`config.mk`:
```
export PLATFORM = sky130hd
export DESIGN_NAME = fcore_dma_read_initiator
export DESIGN_NICKNAME = d
export VERILOG_FILES = /design/src/rtl/fcore_dma_pkg.sv /design/src/rtl/fcore_dma_timeout_counter.sv /design/src/rtl/fcore_dma_read_initiator.sv
export SDC_FILE = /design/constraint.sdc
export NUM_CORES = 1
export LEC_CHECK = 0
export ABC_CLOCK_PERIOD_IN_PS = 8600
export CORE_ASPECT_RATIO = 0.9
export CORE_MARGIN = 5
export CORE_UTILIZATION = 37
export DETAILED_ROUTE_END_ITERATION = 12
export PLACE_DENSITY_LB_ADDON = 0.1
export SLEW_MARGIN = 15
export SYNTH_ARGS = -nofsm -noshare
export SYNTH_HDL_FRONTEND = slang
export SYNTH_SLANG_ARGS = --single-unit
```
`constraint.sdc`:
```
create_clock -name clock -period 8.6 [get_ports clock]
set_input_delay 1.29 -clock clock [delete_from_list [all_inputs] [get_ports clock]]
set_output_delay 1.29 -clock clock [all_outputs]
set_load 0.02 [all_outputs]
```
`src/rtl/fcore_dma_pkg.sv`:
```
`default_nettype none
// ============================================================================
//  Module      : fcore_dma_pkg
//  Description : Shared definitions for the fCore DMA read path: the read
//                initiator state encoding, the reserved register address
//                and the default datapath/address widths.
//  Revision    : 1.0 - initial release
// ============================================================================
package fcore_dma_pkg;

    localparam int unsigned c_DEFAULT_DATAPATH_WIDTH = 32;
    localparam int unsigned c_DEFAULT_ADDR_WIDTH     = 8;
    localparam int unsigned c_DEFAULT_MAX_CHANNELS   = 16;
    localparam int unsigned c_DEFAULT_TIMEOUT_CYCLES = 64;

    // The fCore endpoint never answers a read of this address.
    localparam int unsigned c_RESERVED_ADDR = 0;

    typedef enum logic [2:0] {
        IDLE      = 3'd0,
        REQUEST   = 3'd1,
        WAIT_RESP = 3'd2,
        OUTPUT    = 3'd3,
        DONE      = 3'd4
    } fcore_dma_read_state_t;

endpackage : fcore_dma_pkg
`default_nettype wire

```
`src/rtl/fcore_dma_timeout_counter.sv`:
```
`default_nettype none
// ============================================================================
//  Module      : fcore_dma_timeout_counter
//  Description : Response watchdog. Cleared by load, counts while enable is
//                high, and flags expired during the TIMEOUT_CYCLES-th enabled
//                cycle. Only instantiated when FCORE_DMA_READ_TIMEOUT_EN is
//                defined.
//  Ports       : clock, reset  - clock and synchronous active-high reset
//                load          - clear the count
//                enable        - advance the count
//                expired       - high on the final enabled cycle
//  Revision    : 1.0 - initial release
// ============================================================================
module fcore_dma_timeout_counter
    import fcore_dma_pkg::*;
#(
    parameter int unsigned TIMEOUT_CYCLES = c_DEFAULT_TIMEOUT_CYCLES
) (
    input  logic clock,
    input  logic reset,
    input  logic load,
    input  logic enable,
    output logic expired
);

    localparam int unsigned c_CNT_W = (TIMEOUT_CYCLES > 1) ? $clog2(TIMEOUT_CYCLES) : 1;
    localparam logic [c_CNT_W-1:0] c_LAST = c_CNT_W'(TIMEOUT_CYCLES - 1);

    logic [c_CNT_W-1:0] r_count;

    always_ff @(posedge clock) begin
        if (reset || load) begin
            r_count <= '0;
        end else if (enable && (r_count != c_LAST)) begin
            r_count <= r_count + c_CNT_W'(1);
        end
    end

    assign expired = enable && (r_count == c_LAST);

endmodule : fcore_dma_timeout_counter
`default_nettype wire

```
`src/rtl/fcore_dma_read_initiator.sv`:
```
`default_nettype none
// ============================================================================
//  Module      : fcore_dma_read_initiator
//  Description : Initiator side of the fCore DMA read protocol. A start pulse
//                sweeps base_address .. base_address+count-1 (mod 2^ADDR_WIDTH),
//                one outstanding read at a time, and forwards each response
//                as a tagged beat (dest = address, tlast on the final one).
//                Address 0 is never requested; it yields data 0.
//  Options     : FCORE_DMA_READ_TIMEOUT_EN - enables the response watchdog;
//                a silent endpoint then yields data 0 and a sticky
//                timeout_error instead of stalling the sweep forever.
//  Ports       : clock, reset                 - clock, sync active-high reset
//                start, n_channels, base_address - sweep command
//                axis_dma_read_request_*      - address stream to endpoint
//                axis_dma_read_response_*     - data from endpoint (ready=1)
//                data_out_*                   - tagged output stream
//                busy, done, timeout_error    - status
//  Revision    : 1.0 - initial release
// ============================================================================
module fcore_dma_read_initiator
    import fcore_dma_pkg::*;
#(
    parameter int unsigned DATAPATH_WIDTH = c_DEFAULT_DATAPATH_WIDTH,
    parameter int unsigned ADDR_WIDTH     = c_DEFAULT_ADDR_WIDTH,
    parameter int unsigned MAX_CHANNELS   = c_DEFAULT_MAX_CHANNELS,
    parameter int unsigned TIMEOUT_CYCLES = c_DEFAULT_TIMEOUT_CYCLES
) (
    input  logic                          clock,
    input  logic                          reset,
    input  logic                          start,
    input  logic [$clog2(MAX_CHANNELS):0] n_channels,
    input  logic [ADDR_WIDTH-1:0]         base_address,
    output logic                          axis_dma_read_request_valid,
    input  logic                          axis_dma_read_request_ready,
    output logic [DATAPATH_WIDTH-1:0]     axis_dma_read_request_data,
    input  logic                          axis_dma_read_response_valid,
    output logic                          axis_dma_read_response_ready,
    input  logic [DATAPATH_WIDTH-1:0]     axis_dma_read_response_data,
    output logic                          data_out_valid,
    input  logic                          data_out_ready,
    output logic [DATAPATH_WIDTH-1:0]     data_out_data,
    output logic [ADDR_WIDTH-1:0]         data_out_dest,
    output logic                          data_out_tlast,
    output logic                          busy,
    output logic                          done,
    output logic                          timeout_error
);

    localparam int unsigned c_CW = $clog2(MAX_CHANNELS) + 1;
    localparam logic [c_CW-1:0]       c_MAX_COUNT = c_CW'(MAX_CHANNELS);
    localparam logic [ADDR_WIDTH-1:0] c_ADDR_ZERO = ADDR_WIDTH'(c_RESERVED_ADDR);

    if ((MAX_CHANNELS < 1) || (TIMEOUT_CYCLES < 1)) begin : g_param_check
        $error("fcore_dma_read_initiator: MAX_CHANNELS and TIMEOUT_CYCLES must be >= 1");
    end

    fcore_dma_read_state_t r_state, w_state_next;

    logic [ADDR_WIDTH-1:0]     r_base, w_base_next;
    logic [c_CW-1:0]           r_count, w_count_next;
    logic [c_CW-1:0]           r_index, w_index_next;
    logic [c_CW-1:0]           w_start_count;
    logic [ADDR_WIDTH-1:0]     w_addr_cur, w_addr_next;
    logic                      w_last_cur, w_last_next;
    logic                      w_out_load;
    logic [DATAPATH_WIDTH-1:0] w_out_load_data;

    logic                      r_req_valid;
    logic [DATAPATH_WIDTH-1:0] r_req_data;
    logic                      r_out_valid;
    logic [DATAPATH_WIDTH-1:0] r_out_data;
    logic [ADDR_WIDTH-1:0]     r_out_dest;
    logic                      r_out_tlast;
    logic                      r_busy;
    logic                      r_done;

`ifdef FCORE_DMA_READ_TIMEOUT_EN
    logic w_timeout_expired;
    logic w_set_error;
    logic w_clear_error;
    logic r_timeout_error;
`endif

    assign w_start_count = (n_channels > c_MAX_COUNT) ? c_MAX_COUNT : n_channels;

    // Address wraps naturally in ADDR_WIDTH bits.
    assign w_addr_cur  = r_base + ADDR_WIDTH'(r_index);
    assign w_addr_next = w_base_next + ADDR_WIDTH'(w_index_next);
    assign w_last_cur  = (r_index == (r_count - c_CW'(1)));
    assign w_last_next = (w_index_next == (w_count_next - c_CW'(1)));

    always_ff @(posedge clock) begin
        if (reset) begin
            r_state <= IDLE;
            r_base  <= '0;
            r_count <= '0;
            r_index <= '0;
        end else begin
            r_state <= w_state_next;
            r_base  <= w_base_next;
            r_count <= w_count_next;
            r_index <= w_index_next;
        end
    end

    always_comb begin
        w_state_next    = r_state;
        w_base_next     = r_base;
        w_count_next    = r_count;
        w_index_next    = r_index;
        w_out_load      = 1'b0;
        w_out_load_data = '0;
`ifdef FCORE_DMA_READ_TIMEOUT_EN
        w_set_error     = 1'b0;
        w_clear_error   = 1'b0;
`endif
        case (r_state)
            IDLE: begin
                if (start) begin
                    w_base_next  = base_address;
                    w_count_next = w_start_count;
                    w_index_next = '0;
`ifdef FCORE_DMA_READ_TIMEOUT_EN
                    w_clear_error = 1'b1;
`endif
                    w_state_next = (w_start_count == '0) ? DONE : REQUEST;
                end
            end
            REQUEST: begin
                if (w_addr_cur == c_ADDR_ZERO) begin
                    // Reserved address: skip the endpoint, emit zero.
                    w_out_load   = 1'b1;
                    w_state_next = OUTPUT;
                end else if (r_req_valid && axis_dma_read_request_ready) begin
                    w_state_next = WAIT_RESP;
                end
            end
            WAIT_RESP: begin
                if (axis_dma_read_response_valid) begin
                    w_out_load      = 1'b1;
                    w_out_load_data = axis_dma_read_response_data;
                    w_state_next    = OUTPUT;
                end
`ifdef FCORE_DMA_READ_TIMEOUT_EN
                else if (w_timeout_expired) begin
                    w_out_load   = 1'b1;
                    w_set_error  = 1'b1;
                    w_state_next = OUTPUT;
                end
`endif
            end
            OUTPUT: begin
                if (data_out_ready) begin
                    if (w_last_cur) begin
                        w_state_next = DONE;
                    end else begin
                        w_index_next = r_index + c_CW'(1);
                        w_state_next = REQUEST;
                    end
                end
            end
            DONE: begin
                w_state_next = IDLE;
            end
            default: begin
                w_state_next = IDLE;
            end
        endcase
    end

    // Every output is registered from the next state so no ready input has a
    // combinational path to a valid output.
    always_ff @(posedge clock) begin
        if (reset) begin
            r_req_valid <= 1'b0;
            r_req_data  <= '0;
            r_out_valid <= 1'b0;
            r_out_data  <= '0;
            r_out_dest  <= '0;
            r_out_tlast <= 1'b0;
            r_busy      <= 1'b0;
            r_done      <= 1'b0;
        end else begin
            r_req_valid <= (w_state_next == REQUEST) && (w_addr_next != c_ADDR_ZERO);
            r_req_data  <= ((w_state_next == REQUEST) && (w_addr_next != c_ADDR_ZERO))
                           ? DATAPATH_WIDTH'(w_addr_next) : '0;
            // r_out_data doubles as the response holding register.
            if (w_out_load) begin
                r_out_data <= w_out_load_data;
            end else if (w_state_next != OUTPUT) begin
                r_out_data <= '0;
            end
            r_out_valid <= (w_state_next == OUTPUT);
            r_out_dest  <= (w_state_next == OUTPUT) ? w_addr_next : '0;
            r_out_tlast <= (w_state_next == OUTPUT) && w_last_next;
            r_busy      <= (w_state_next == REQUEST) || (w_state_next == WAIT_RESP) ||
                           (w_state_next == OUTPUT);
            r_done      <= (w_state_next == DONE);
        end
    end

`ifdef FCORE_DMA_READ_TIMEOUT_EN
    fcore_dma_timeout_counter #(
        .TIMEOUT_CYCLES (TIMEOUT_CYCLES)
    ) u_timeout_counter (
        .clock   (clock),
        .reset   (reset),
        .load    (r_state != WAIT_RESP),
        .enable  (r_state == WAIT_RESP),
        .expired (w_timeout_expired)
    );

    always_ff @(posedge clock) begin
        if (reset) begin
            r_timeout_error <= 1'b0;
        end else if (w_clear_error) begin
            r_timeout_error <= 1'b0;
        end else if (w_set_error) begin
            r_timeout_error <= 1'b1;
        end
    end

    assign timeout_error = r_timeout_error;
`else
    assign timeout_error = 1'b0;
`endif

    assign axis_dma_read_request_valid  = r_req_valid;
    assign axis_dma_read_request_data   = r_req_data;
    assign axis_dma_read_response_ready = 1'b1;
    assign data_out_valid               = r_out_valid;
    assign data_out_data                = r_out_data;
    assign data_out_dest                = r_out_dest;
    assign data_out_tlast               = r_out_tlast;
    assign busy                         = r_busy;
    assign done                         = r_done;

endmodule : fcore_dma_read_initiator
`default_nettype wire

```
==> results of run 1 <==
==> placed cells by master, fill, tap and decap left out, types with 4 or more instances in the layout <==
master	netlist	routed
clkdlybuf4s50_1	0	102
dfxtp_1	74	74
nor2_1	69	69
a22oi_1	32	32
nand2_1	26	26
conb_1	2	26
a21oi_1	19	19
inv_1	14	14
ha_1	13	13
nand3_1	11	11
xnor2_1	10	10
clkbuf_8	0	10
nor2b_1	7	7
xor2_1	7	7
mux2i_1	6	6
nor3b_1	6	6
o21ai_0	6	6
nor3_1	5	4
==> synth_stat cells (7+ instances only) <==
library cell	count	area (sq um)
xor2_1	7	61.3
inv_1	14	52.6
buf_4	26	195
nor2b_1	7	43.8
nor2_1	69	259
xnor2_1	10	87.6
a22oi_1	32	240
ha_1	13	163
nand3_1	11	55.1
a21oi_1	19	95.1
nand2_1	26	97.6
clkbuf_1	13	48.8
dfxtp_1	74	1480
==> area by class of cell <==
type                    instances  area share (%)
inverters                      15            1.17
flip-flops and latches         74            30.9
multi-input cells             291            38.6
clock buffers                  12            3.03
clock inverters                 4            1.07
well taps                     126            3.29
repair buffers                106            21.9
==> power groups by stage <==
stage / Combinational [mW] / Sequential (mW) / Clock (mW)
after global placement: 0.220 / 0.388 / 0
after global routing: 0.244 / 0.383 / 0.295
after floorplan: 0.134 / 0.400 / 0
after CTS: 0.222 / 0.380 / 0.281
final: 0.222 / 0.380 / 0.269
after detailed placement: 0.221 / 0.388 / 0
==> metrics by stage <==
step	std cells	worst slack, ns	power, mW	utilization [%]	instance area [sq um]
global route	628	3.87	0.921	50.3	4790
floorplan	425	4.71	0.534	-	3650
finish	628	4.17	0.871	50.3	4790
global placement	612	3.92	0.607	48.2	4600
detailed placement	612	3.84	0.609	48.2	4600
CTS	628	4.20	0.883	50.3	4790
==> critical path, stage by stage <==
cell	delay, ns
clkdlybuf4s50_1	0.49
or4b_1	0.80
o211a_1	0.26
nor2_1	0.21
inv_1	0.08
ha_1	0.31
nor2b_1	0.14
o21ai_0	0.22
a21boi_0	0.16
o21ai_0	0.23
xnor2_1	0.10
mux2i_1	0.24
a31oi_1	0.12
==> per-layer routing <==
layer / up-vias / wire length, microns / track usage, %
met2: 87 / 4160 / 25.0
met4: 0 / 112 / 4.53
met5: - / 0 / 0
met3: 12 / 699 / 6.22
li1: 1535 / - / -
met1: 1438 / 4190 / 20.3
==> cell families (layout without fill, tap and decap cells) <==
| family | after synthesis | in the layout | synth area share [%] |
|---|---|---|---|
| AOI/OAI and AO/OA | 82 | 82 | 16.8 |
| adders and majority gates | 15 | 15 | 5.70 |
| other | 2 | 26 | 0.211 |
| DFF | 74 | 74 | 41.6 |
| buffers and inverters | 60 | 137 | 9.25 |
| and+or+nand+nor | 144 | 144 | 20.0 |
| xor gates and xnor gates | 18 | 18 | 4.64 |
| muxes | 6 | 6 | 1.69 |
==> registers in the layout (all words and copies together), names as in the netlist <==
| signal | flops |
|---|---|
| r_base | 8 |
| data_out_dest | 8 |
| r_index | 5 |
| done | 1 |
| r_count | 5 |
| data_out_data | 32 |
| axis_dma_read_request_data | 8 |
| r_state | 3 |
| data_out_tlast | 1 |
| axis_dma_read_request_valid | 1 |
| data_out_valid | 1 |
| busy | 1 |
==> worst paths after layout <==
kind | cells after the start | end | slack (ns)
setup / recovery | 13 | axis_dma_read_request_valid | 4.17
hold / removal | 2 | r_base[2] | 0.49
setup reg to reg | 15 | axis_dma_read_request_valid | 4.61
hold reg to reg | 2 | r_base[2] | 0.49
==> impl_metrics.yaml, run 1 <==
clock_tree:
  htree_levels: 3
  cts_tree: "built"
  cts.path.max_buffers: 2
  cts.sinks: 74
  clk_pin_slew_ns: 0.08
  clockRootBuffer: "clkbuf_8"
  cts_setup_buffers: 0
  cts_hold_buffers: 0
  cts_inserted_buffers: 9
  insertion_delay_ns: 0.34
  cts_resized: 0
timing:
  setup_viol: 0
  slew_headroom_pct: 33.5
  fmax_mhz: 226
  maxSlewViolCount: 0
  tightest_slew_ns: 0.998
  rsz0062_at_grt: "false"
  fin_tns_setup_ns: 0
  hold_slack_ns: 0.491
  finalClockSkew_ns: 0.0134
  period_share_pct: 51.5
  fin_crit_ns: 4.43
  finalHoldViolCount: 0
die:
  die_w_microns: 113
  core_sq_um: 9530
  start_util_pct: 37.3
  ios: 130
  die_y_microns: 103
  rows: 34
  die-area_sq_um: 11700
route:
  first_iter_violations: 144
  firstDrtPassIters: 5
  drc: 0
  wirelength_microns: 9160
  vias: 3072
  via_per_inst: 4.89
  postRouteAntennaNets: 0
  wl_per_cell_microns: 14.6
final_layout:
  seq_area_sq_um: 1480
  multi_input_area_sq_um: 1850
  n_antenna_cell: 0
  drive_above_1_share_pct: 5.78
  area_delta_synth_final_pct: 34.7
  layout.nets: 563
  fillers: 944
worst_setup_path:
  critPathKind: "primary input to flip-flop"
  crit_fanout: 21
  worstPathArrival_ns: 4.64
  r2r_start: "r_count[0]"
  start_kind: "primary input"
  endpoint_kind: "flip-flop"
  cp.required_ns: 8.81
  critPathLaunch: "start"
global_routing:
  grt_pass1_wl_microns: 14900
  gr-total-overflow: 0
  antenna_found_initial: 0
  grt_start_max_net_pins: 56
  grt.total_usage_pct: 15.9
  grt_pass1_vias: 3108
yosys:
  ys_seq_area_share_pct: 41.6
  synth.distinct_cells: 56
  ys_ff_latch: 74
  yosys_warnings: 0
  syn_avg_cell_area_sq_um: 8.87
  syn_area_sq_um: 3560
  synthFlopType: "dfxtp_1"
  synthCells: 401
  async_reset_ff_share_pct: 0
  synth_edf_count: 0
min_path:
  min_from: "r_base[2]"
  hold_class: "flip-flop to flip-flop"
power_and_ir_drop:
  power_frac_comb_pct: 25.4
  leakage_nw: 1.88
  swShare_pct: 31.0
  pwr-share-seq_pct: 43.7
  pwr-share-clk_pct: 30.9
  power.density_nw_per_um2: 182
  vdd_ir_drop_max_mv: 0.0924
  p_int_mw: 0.600
  switchingPower_mw: 0.270
placed_design:
  place_hpwl_microns: 6780
  portBuffers: 103
  gp_congestion: 0.820
run_status:
  status: "complete, no violations"
flow_run:
  max_cap_violations: 0
Note: power is estimated with default switching activity, not from simulation.
==> run 2: changes to the inputs <==
--- a/config.mk
+++ b/config.mk
@@ -5,7 +5,7 @@
 export SDC_FILE = /design/constraint.sdc
 export NUM_CORES = 1
 export LEC_CHECK = 0
-export ABC_CLOCK_PERIOD_IN_PS = 8600
+export ABC_CLOCK_PERIOD_IN_PS = 4500
 export CORE_ASPECT_RATIO = 0.9
 export CORE_MARGIN = 5
 export CORE_UTILIZATION = 37
==> constraint.sdc (replaced) <==
create_clock -name clock -period 4.5 [get_ports clock]
set_input_delay 0.675 -clock clock [delete_from_list [all_inputs] [get_ports clock]]
set_output_delay 0.675 -clock clock [all_outputs]
set_load 0.02 [all_outputs]
==> run 2 against run 1 <==
Effect of this change: count of clock-buffer cells in the layout is the same; first-iteration DRC count grew 9.7%; worst hold slack is essentially flat; die area is the same; via count grew 2.0%; flip-flop and latch count is the same; highest routed layer unchanged; total power grew 92%; worst setup slack lost 3.7 ns.
==> impl_metrics.yaml, run 2 (synthesized netlist as in run 1, its figures left out) <==
worst_setup_path:
  crit_path_max_incr_delay_ns: 0.53
  crit_fanout: 10
  worstRegToRegCells: 15
  critPathKind: "flip-flop to flip-flop"
  cpLargestDelayFamily: "compound AO/OA/AOI/OAI gates"
  r2r_end: "axis_dma_read_request_valid"
  endpoint_kind: "flip-flop"
  r2r_start: "r_count[0]"
  critPathBufInv: 2
  worstPathArrival_ns: 4.20
  start_kind: "flip-flop"
  path_common_cell: "a21oi_1"
  cp.required_ns: 4.72
  reg2reg_setup_slack_ns: 0.52
  path_cells: "inv_1, ha_1, or3_4, a311oi_4, nor2_1, a21oi_1, inv_1, ha_1, a21o_1, a21oi_1, o21ai_0, a21oi_1, xnor2_1, and3_1, a31oi_1"
  worst_path_max_delay_cell: "a311oi_4"
flow_run:
  max_cap_violations: 0
timing:
  fmax_mhz: 251
  finalHoldViolCount: 0
  finalClockSkew_ns: 0.0116
  hold_slack_ns: 0.491
  rsz0062_at_grt: "false"
  fin_crit_ns: 3.98
  tightest_slew_ns: 1.01
  slew_headroom_pct: 32.5
  setup_viol: 0
  fin_tns_setup_ns: 0
  period_share_pct: 88.5
  maxSlewViolCount: 0
power_and_ir_drop:
  power.density_nw_per_um2: 348
  leakage_nw: 1.88
  power.total_mw: 1.67
  vdd_ir_drop_max_mv: 0.173
placed_design:
  placed_area_sq_um: 4600
  gp_congestion: 0.797
  portBuffers: 103
  place_hpwl_microns: 7030
final_layout:
  n_antenna_cell: 0
  final_cell_mix: "102 x clkdlybuf4s50_1, 74 x dfxtp_1, 69 x nor2_1, 32 x a22oi_1"
  final_common_cell: "clkdlybuf4s50_1"
  layout.nets: 564
  fillers: 927
  largest_register_ffs: 32
  fin_area_sq_um: 4800
  area_delta_synth_final_pct: 34.9
  multi_input_area_sq_um: 1850
  final_core_util_pct: 50.4
  drive_above_1_share_pct: 5.96
  seq_area_sq_um: 1480
route:
  drc: 0
  via_per_inst: 4.98
  wl_per_cell_microns: 14.8
  firstDrtPassIters: 5
  postRouteAntennaNets: 0
  vias: 3132
  wirelength_microns: 9320
  first_iter_violations: 158
global_routing:
  gr-total-overflow: 0
  grt_pass1_wl_microns: 14900
  grt_start_max_net_pins: 56
  grt.total_usage_pct: 16.1
  antenna_found_initial: 0
  grt_pass1_vias: 3070
die:
  ios: 130
  die-area_sq_um: 11700
  rows: 34
  die_w_microns: 113
  start_util_pct: 37.3
  die_y_microns: 103
  core_sq_um: 9530
clock_tree:
  clk_pin_slew_ns: 0.07
  cts_resized: 0
  cts_inserted_buffers: 9
  insertion_delay_ns: 0.35
  cts_hold_buffers: 0
  cts.sinks: 74
  clockRootBuffer: "clkbuf_8"
  cts_tree: "built"
  cts_setup_buffers: 0
  cts.path.max_buffers: 2
  htree_levels: 3
min_path:
  holdPathEnd: "r_base[4]"
  hold-path-cell-count: 2
  min_from: "r_base[4]"
  hold_class: "flip-flop to flip-flop"
run_status:
  status: "complete, no violations"
## run 2: cell types whose count changed in the layout (fill, tap and decap cells not counted), sizes merged
cell / previous run / this run
buf: 4 / 5
## run 2: worst min-delay path: cells and delay by family, from the launching register on
family,cells,cell delay (ns)
flops,1,0.32
compound gates,1,0.06
simple gates,1,0.07
## run 2: where the power goes
group          switching, mW  internal (mW)  total (mW)  leakage, nW
registers             0.0296          0.696       0.725        0.600
clock network          0.245          0.272       0.517       0.0966
logic                  0.245          0.182       0.427         1.19
total                  0.520           1.15        1.67         1.88
## run 2: worst max-delay path by stage
stage | start | to | slack, ns | cells past startpoint
3_5_place_dp | data_out_ready | axis_dma_read_request_valid | 0.51 | 15
6_report | r_count[0] | axis_dma_read_request_valid | 0.52 | 15
3_3_place_gp | data_out_ready | axis_dma_read_request_valid | 0.61 | 15
2_1_floorplan | r_count[0] | axis_dma_read_request_valid | 1.04 | 15
5_1_grt | r_count[0] | axis_dma_read_request_valid | 0.14 | 16
4_1_cts | r_count[0] | axis_dma_read_request_valid | 0.55 | 15
## run 2: cell type report
class	count	share of cell area (%)
Clock inverter	4	1.07
Timing Repair Buffer	107	22.0
Clock buffer	12	3.02
Inverter	15	1.17
Sequential cell	74	30.9
Multi-Input combinational cell	291	38.6
Tap cell	126	3.28
## run 2: per-stage QoR
step / worst slack (ns) / instances
6_report: 0.518 / 629
5_1_grt: 0.139 / 629
4_1_cts: 0.554 / 629
3_5_place_dp: 0.511 / 613
3_3_place_gp: 0.611 / 613
2_1_floorplan: 1.04 / 425
## run 2: metal layers
metal	wire, microns	part of all wire (%)	global-route usage, %
met5	0	0	0
met4	132	1.4	5.08
met3	812	8.7	6.34
met2	4250	46	25.0
met1	4130	44	20.6
==> run 3: changes to the inputs <==
--- a/config.mk
+++ b/config.mk
@@ -14,4 +14,5 @@
 export SLEW_MARGIN = 15
 export SYNTH_ARGS = -nofsm -noshare
 export SYNTH_HDL_FRONTEND = slang
+export SYNTH_HIERARCHICAL = 1
 export SYNTH_SLANG_ARGS = --single-unit
==> results of run 3 <==
Same layout as run 2: the final DEF is identical, and so are final timing and power.
Main changes from that run: Yosys warning count 0 -> 6
